File: src/rtl/pmod_dac.sv
// Registered driver for an 8-bit R-2R ladder DAC on a PMOD header.
// Samples arrive over valid/ready; after each update new samples are held off for SETTLE_CYCLES clocks.
module pmod_dac #(
  parameter int          SETTLE_CYCLES = 0,
  parameter logic [7:0]  RESET_CODE    = 8'h00
) (
  input  logic       i_Clk,
  input  logic       i_Rst_L,
  input  logic [7:0] i_byte,
  input  logic       i_valid,
  output logic       o_ready,
  output logic       o_PMOD_1,
  output logic       o_PMOD_2,
  output logic       o_PMOD_3,
  output logic       o_PMOD_4,
  output logic       o_PMOD_5,
  output logic       o_PMOD_6,
  output logic       o_PMOD_7,
  output logic       o_PMOD_8,
  output logic [7:0] o_code
);

  localparam logic [15:0] SETTLE_W = 16'(SETTLE_CYCLES);

  typedef enum logic {
    IDLE   = 1'b0,
    SETTLE = 1'b1
  } state_t;

  state_t      state_r;
  state_t      state_nxt_s;
  logic [15:0] cnt_r;
  logic [15:0] cnt_nxt_s;
  logic [7:0]  code_r;
  logic [7:0]  code_nxt_s;
  logic        ready_r;
  logic        ready_nxt_s;
  logic        accept_s;

  assign accept_s = i_valid && ready_r;

  // State, counter, code and ready registers; reset wins over a simultaneous acceptance
  always_ff @(posedge i_Clk) begin
    if (!i_Rst_L) begin
      state_r <= IDLE;
      cnt_r   <= 16'd0;
      code_r  <= RESET_CODE;
      ready_r <= 1'b1;
    end else begin
      state_r <= state_nxt_s;
      cnt_r   <= cnt_nxt_s;
      code_r  <= code_nxt_s;
      ready_r <= ready_nxt_s;
    end
  end

  // Next-state, settle countdown and code capture
  always_comb begin
    state_nxt_s = state_r;
    cnt_nxt_s   = cnt_r;
    code_nxt_s  = code_r;
    case (state_r)
      IDLE: begin
        if (accept_s) begin
          code_nxt_s = i_byte;
          if (SETTLE_W != 16'd0) begin
            state_nxt_s = SETTLE;
            cnt_nxt_s   = SETTLE_W;
          end else begin
            state_nxt_s = IDLE;
            cnt_nxt_s   = 16'd0;
          end
        end else begin
          state_nxt_s = IDLE;
          cnt_nxt_s   = 16'd0;
        end
      end
      SETTLE: begin
        // Leaving on the edge where the count reaches zero re-opens ready on that same edge
        if (cnt_r > 16'd1) begin
          state_nxt_s = SETTLE;
          cnt_nxt_s   = cnt_r - 16'd1;
        end else begin
          state_nxt_s = IDLE;
          cnt_nxt_s   = 16'd0;
        end
      end
      default: begin
        state_nxt_s = IDLE;
        cnt_nxt_s   = 16'd0;
      end
    endcase
  end

  // Ready is decoded from the next state so the pin itself comes straight from a flop
  always_comb begin
    case (state_nxt_s)
      IDLE:    ready_nxt_s = 1'b1;
      SETTLE:  ready_nxt_s = 1'b0;
      default: ready_nxt_s = 1'b1;
    endcase
  end

  assign o_ready  = ready_r;
  assign o_code   = code_r;
  assign o_PMOD_1 = code_r[7];
  assign o_PMOD_2 = code_r[6];
  assign o_PMOD_3 = code_r[5];
  assign o_PMOD_4 = code_r[4];
  assign o_PMOD_5 = code_r[3];
  assign o_PMOD_6 = code_r[2];
  assign o_PMOD_7 = code_r[1];
  assign o_PMOD_8 = code_r[0];

endmodule

File: config.mk
export PLATFORM = sky130hd
export DESIGN_NAME = pmod_dac
export DESIGN_NICKNAME = d
export VERILOG_FILES = /design/src/rtl/pmod_dac.sv
export SDC_FILE = /design/constraint.sdc
export NUM_CORES = 1
export LEC_CHECK = 0
export CORE_UTILIZATION = 34
export DETAILED_ROUTE_END_ITERATION = 12
export PLACE_DENSITY = 0.64
export SLEW_MARGIN = 5
export SYNTH_ARGS = -nofsm -noshare
export SYNTH_HDL_FRONTEND = slang
export SYNTH_SLANG_ARGS = --single-unit
File: constraint.sdc
create_clock -name i_Clk -period 2.38 [get_ports i_Clk]
set_input_delay 0.476 -clock i_Clk [delete_from_list [all_inputs] [get_ports i_Clk]]
set_output_delay 0.476 -clock i_Clk [all_outputs]
set_load 0.005 [all_outputs]
; ---- Yosys cells after proc, flatten, opt, wreduce, memory -nomap -nowiden
; Cells that the tools add are included.
[op_classes]
add_sub_neg = 1
n_mul = 0
n_div = 0
magnitude_cmp = 1
eq_ne = 0
shift = 0
n_mux = 5
n_bitwise = 2
n_reduce_logical = 2
[op_table]
columns = op, count
row1 = 16-bit one-hot mux with 2 select lines, 1
row2 = 16-bit by 1-bit > comparator with 1-bit output (second input constant), 1
row3 = 16-bit 2-to-1 mux, 1
row4 = 16-bit by 1-bit subtractor with 16-bit output (second input constant), 1
row5 = 1-bit one-hot mux with 2 select lines, 2
row6 = 1-bit NOT, 2
row7 = 2-bit AND reduction, 1
row8 = 1-bit logical AND, 1
row9 = 1-bit 2-to-1 mux, 1
[word_totals]
register_bits = 26
latchBits = 0
ram_bits = 0
romBits = 0
input_bits = 11
out_inout_bits = 17
elab_cells = 15
memories = 0

; ---- Logic depth before layout (Yosys ltp)
[depth]
word_depth = 5
depth_mapped = 7
depth_no_buf = 6

; ---- Worst setup path after synthesis
; No wires, ideal clock.
[synth_path]
path_kind = reg-to-reg
start = reg cnt_r[12]
end = reg cnt_r[8]
setup_time_ps = 115
arrival_time_ps = 1919
t_required_ps = 2265
slack_ps = 346
path_stages_with_launch = 6
n_path_buf = 1
period_less_slack_ps = 2034
cell_sequence = dfxtp_1 > or4_4 > or4_4 > o311ai_4 > buf_6 > nor2_1
[synth_between]
elab_chain_len = 3
[synth_rtl]
columns = item, line_no
row1 = start: declaration, 32  ; logic [15:0] cnt_r;
row2 = start signal: assignment, 51  ; cnt_r <= cnt_nxt_s;
row3 = 16-bit by 1-bit > comparator with 1-bit output, 80  ; if (cnt_r > 16'd1) begin
row4 = 16-bit 2-to-1 mux, 80
row5 = 16-bit one-hot mux with 2 select lines, 62  ; case (state_r)
; Every way passes these cells.
; A chain may end at the register's enable or synchronous reset.

; ---- Final worst setup path
[layout_path]
start = reg cnt_r[10]
end = reg cnt_r[14]
[layout_between]
elab_chain_len = 3
elab_cells_between_ends = 4
classes_between = 1 x add/sub / 1 x order compare / 2 x mux
[layout_rtl]
columns = item, line_no
row1 = 16-bit by 1-bit subtractor with 16-bit output / 16-bit by 1-bit > comparator with 1-bit output (equally long branches), "82, 80"
row2 = 16-bit 2-to-1 mux (*), 80
row3 = 16-bit one-hot mux with 2 select lines (*), 62
; Every way passes the cells marked *; elsewhere a longest branch is shown, timed or not.

==> results by group <==
Yosys
  – Cell variety after synth: 29
  – Synth area leader: dfxtp_1
  – Mapped Area: 1150 um2
  – Post-synthesis sequential area ratio: 45.1%
  – Yosys warning total: 0
  – Mapped Cells: 114
  – Yosys top cell area share: 45.1%
  – Most frequent cell after synthesis: dfxtp_1
  – Mean area per synthesized cell: 10.1 um2
  – Post-synth top cells: 26 x dfxtp_1, 19 x nor2_1, 8 x buf_4, 8 x mux2i_1, 8 x nor2b_1
  – Ys async rst share: 0%
  – EDFF count, synth: 0
  – Ranking of synthesized cells by area: dfxtp_1 45%, mux2i_1 6.9%, nor2_1 6.2%
  – Post-synthesis net count: 127
  – Seq cells post-synth: 26
  – Post-synth top flop: dfxtp_1

Critical path
  – WP data required: 2.60 ns
  – Critical path data arrival time: 2.26 ns
  – Worst R2R Start: cnt_r[10]
  – Crit end category: flop
  – Worst setup SP type: flop
  – Critical path peak fanout: 18
  – Worst R2R Path Depth: 5
  – RR Endpoint: cnt_r[14]
  – Reg2Reg Setup Slack: 0.34 ns
  – Crit path kind: reg -> reg

Worst hold path
  – WHS Endpoint: cnt_r[0]
  – Worst Hold Depth: 1
  – Hold path start: cnt_r[0]
  – Hold Crit Class: reg -> reg

Power
  – Sw power: 0.150 mW
  – Seq pwr share: 60.9%
  – Clock group share of total power: 29.9%
  – Pwr Total: 0.737 mW
  – Cell internal pwr: 0.586 mW
  – Power per cell area: 506 nW/um2
  – Comb power frac: 9.2%
  – Worst IR Drop VDD: 0.260 mV
  – Net Sw Frac: 20.4%
  – LEAKAGE: 0.674 nW

Detailed routing
  – Final ANT Viol Nets: 0
  – DRT Wirelength: 2000 um
  – DR vias: 832
  – Drt pass-1 iters: 4
  – Vias per std cell: 4.60
  – Average wire per standard cell: 11.1 um
  – Drt first-iter violations: 17
  – Remaining DRCs: 0

Clock tree
  – CTS root buffer: clkbuf_4
  – Post-CTS Hold Buffers: 0
  – # clock sinks: 26
  – CTS tree: built
  – Bufs on Longest Clock Path: 2
  – Num CTS Buffers: 3
  – CTS clk-pin slew, worst paths: 0.14 ns
  – Skew-Pair Late Insertion Delay: 0.32 ns
  – # H-tree levels: 1
  – Post-CTS Setup Inserts: 0
  – Cts repair resizes: 0

Finish
  – FILL cells: 298
  – Layout cells sized above 1: 8.03%
  – Fin nets: 151
  – Design area: 1460 um2
  – Diodes inserted: 0
  – Area delta synth->final: 26.1%

STA
  – Worst-margin pin slew: 0.747 ns
  – Final Cycle Share: 85.8%
  – Slew Limit Headroom: 49.8%
  – Slew Viols, Final: 0
  – RSZ-0062 raised after global routing: false
  – Count of final setup violators: 0
  – Min Hold Slack: 0.502 ns
  – Final Hold Vio Count: 0
  – Clock skew: 0.00732 ns
  – Setup TNS: 0 ns
  – Max Clk Rate: 490 MHz
  – Final min period: 2.04 ns

Placement
  – Port bufs: 27
  – Cell area after placement: 1420 um2
  – Placer Congestion: 0.782
  – Final HPWL DP: 1520 um

Die
  – Core box area: 3130 um2
  – Initial Util: 36.9%
  – Row cnt: 20
  – I/O pin count: 28
  – Die width: 60.3 um
  – Die Y: 60.3 um
  – Die Area: 3630 um2

GRT
  – Overall Global Routing Usage: 12.5%
  – First-pass GRT wire length: 3350 um
  – Initial antenna violation count: 0
  – Grt ovf: 0
  – Vias in the first global route: 766
  – Largest net degree at the start of global routing: 19

Outcome
  – Status: finished clean

Job
  – # Max-Cap Violations: 0
-- registers in the layout (all words and copies together) (netlist names) --
signal	flops
cnt_r	16
o_ready	1
state_r	1
o_code	8
-- how the worst max path moves through the flow --
stage,cells after the start,endpoint,slack (ns),startpoint
after floorplan,5,cnt_r[8],0.35,cnt_r[12]
after global placement,5,cnt_r[5],0.38,cnt_r[12]
after detailed placement,5,cnt_r[14],0.35,cnt_r[12]
after CTS,5,cnt_r[14],0.33,cnt_r[12]
after global routing,5,cnt_r[14],0.26,cnt_r[12]
final,5,cnt_r[14],0.34,cnt_r[10]
-- power groups by stage --
stage / sequential (mW) / combinational (mW) / clock, mW
after floorplan: 0.459 / 0.0285 / 0
after global placement: 0.458 / 0.0683 / 0
after detailed placement: 0.459 / 0.0688 / 0
after CTS: 0.449 / 0.0688 / 0.232
after global routing: 0.450 / 0.0739 / 0.253
final: 0.449 / 0.0679 / 0.220
-- stage by stage --
step | std cells | utilization, % | setup WS, ns
floorplan | 114 | - | 0.346
global placement | 177 | 45.4 | 0.382
detailed placement | 177 | 45.4 | 0.351
CTS | 181 | 46.6 | 0.334
global route | 181 | 46.6 | 0.257
finish | 181 | 46.6 | 0.338
-- critical path: stages (launching register included) --
cell      delay, ns
dfxtp_1        0.37
or4_4          0.53
or4_4          0.51
o311ai_4       0.21
buf_4          0.26
nor2_1         0.07
-- final cells by class --
type / instances / area, um2 / area share, %
clock buffer: 4 / 36.3 / 2.49
inverter: 3 / 11.3 / 0.773
multi-input combinational: 75 / 548 / 37.6
sequential: 26 / 520 / 35.7
tap: 44 / 55.1 / 3.78
timing repair buffer: 29 / 285 / 19.6
-- cell families after synthesis --
kind of cell	count (synthesis)	synth area share (%)
and+or+nand+nor	49	25.5
DFF	26	45.1
buffers and inverters	13	7.48
xor gates and xnor gates	12	9.10
muxes	8	6.93
AOI/OAI and AO/OA	4	3.79
adders and majority gates	2	2.17
-- layer usage --
metal	vias to the layer above	part of all wire (%)	GRT usage, %
met5	-	0	0
met4	0	2.0	4.98
met3	6	6.7	4.33
met2	29	43	21.5
met1	374	48	13.9
li1	423	-	-
-- layout by cell type (no fill, tap or decap), types with 2 or more instances in the layout --
cell             instances
clkdlybuf4s50_1         27
dfxtp_1                 26
nor2_1                  19
mux2i_1                  8
nor2b_1                  8
xor2_1                   7
xnor2_1                  5
inv_1                    3
nand3b_1                 3
clkbuf_4                 3
or4_4                    2
nand2b_1                 2
nand2_1                  2
nor4_1                   2
a21oi_1                  2
nand4_1                  2
ha_1                     2
buf_4                    2
Power figures use the tool's default switching activity.
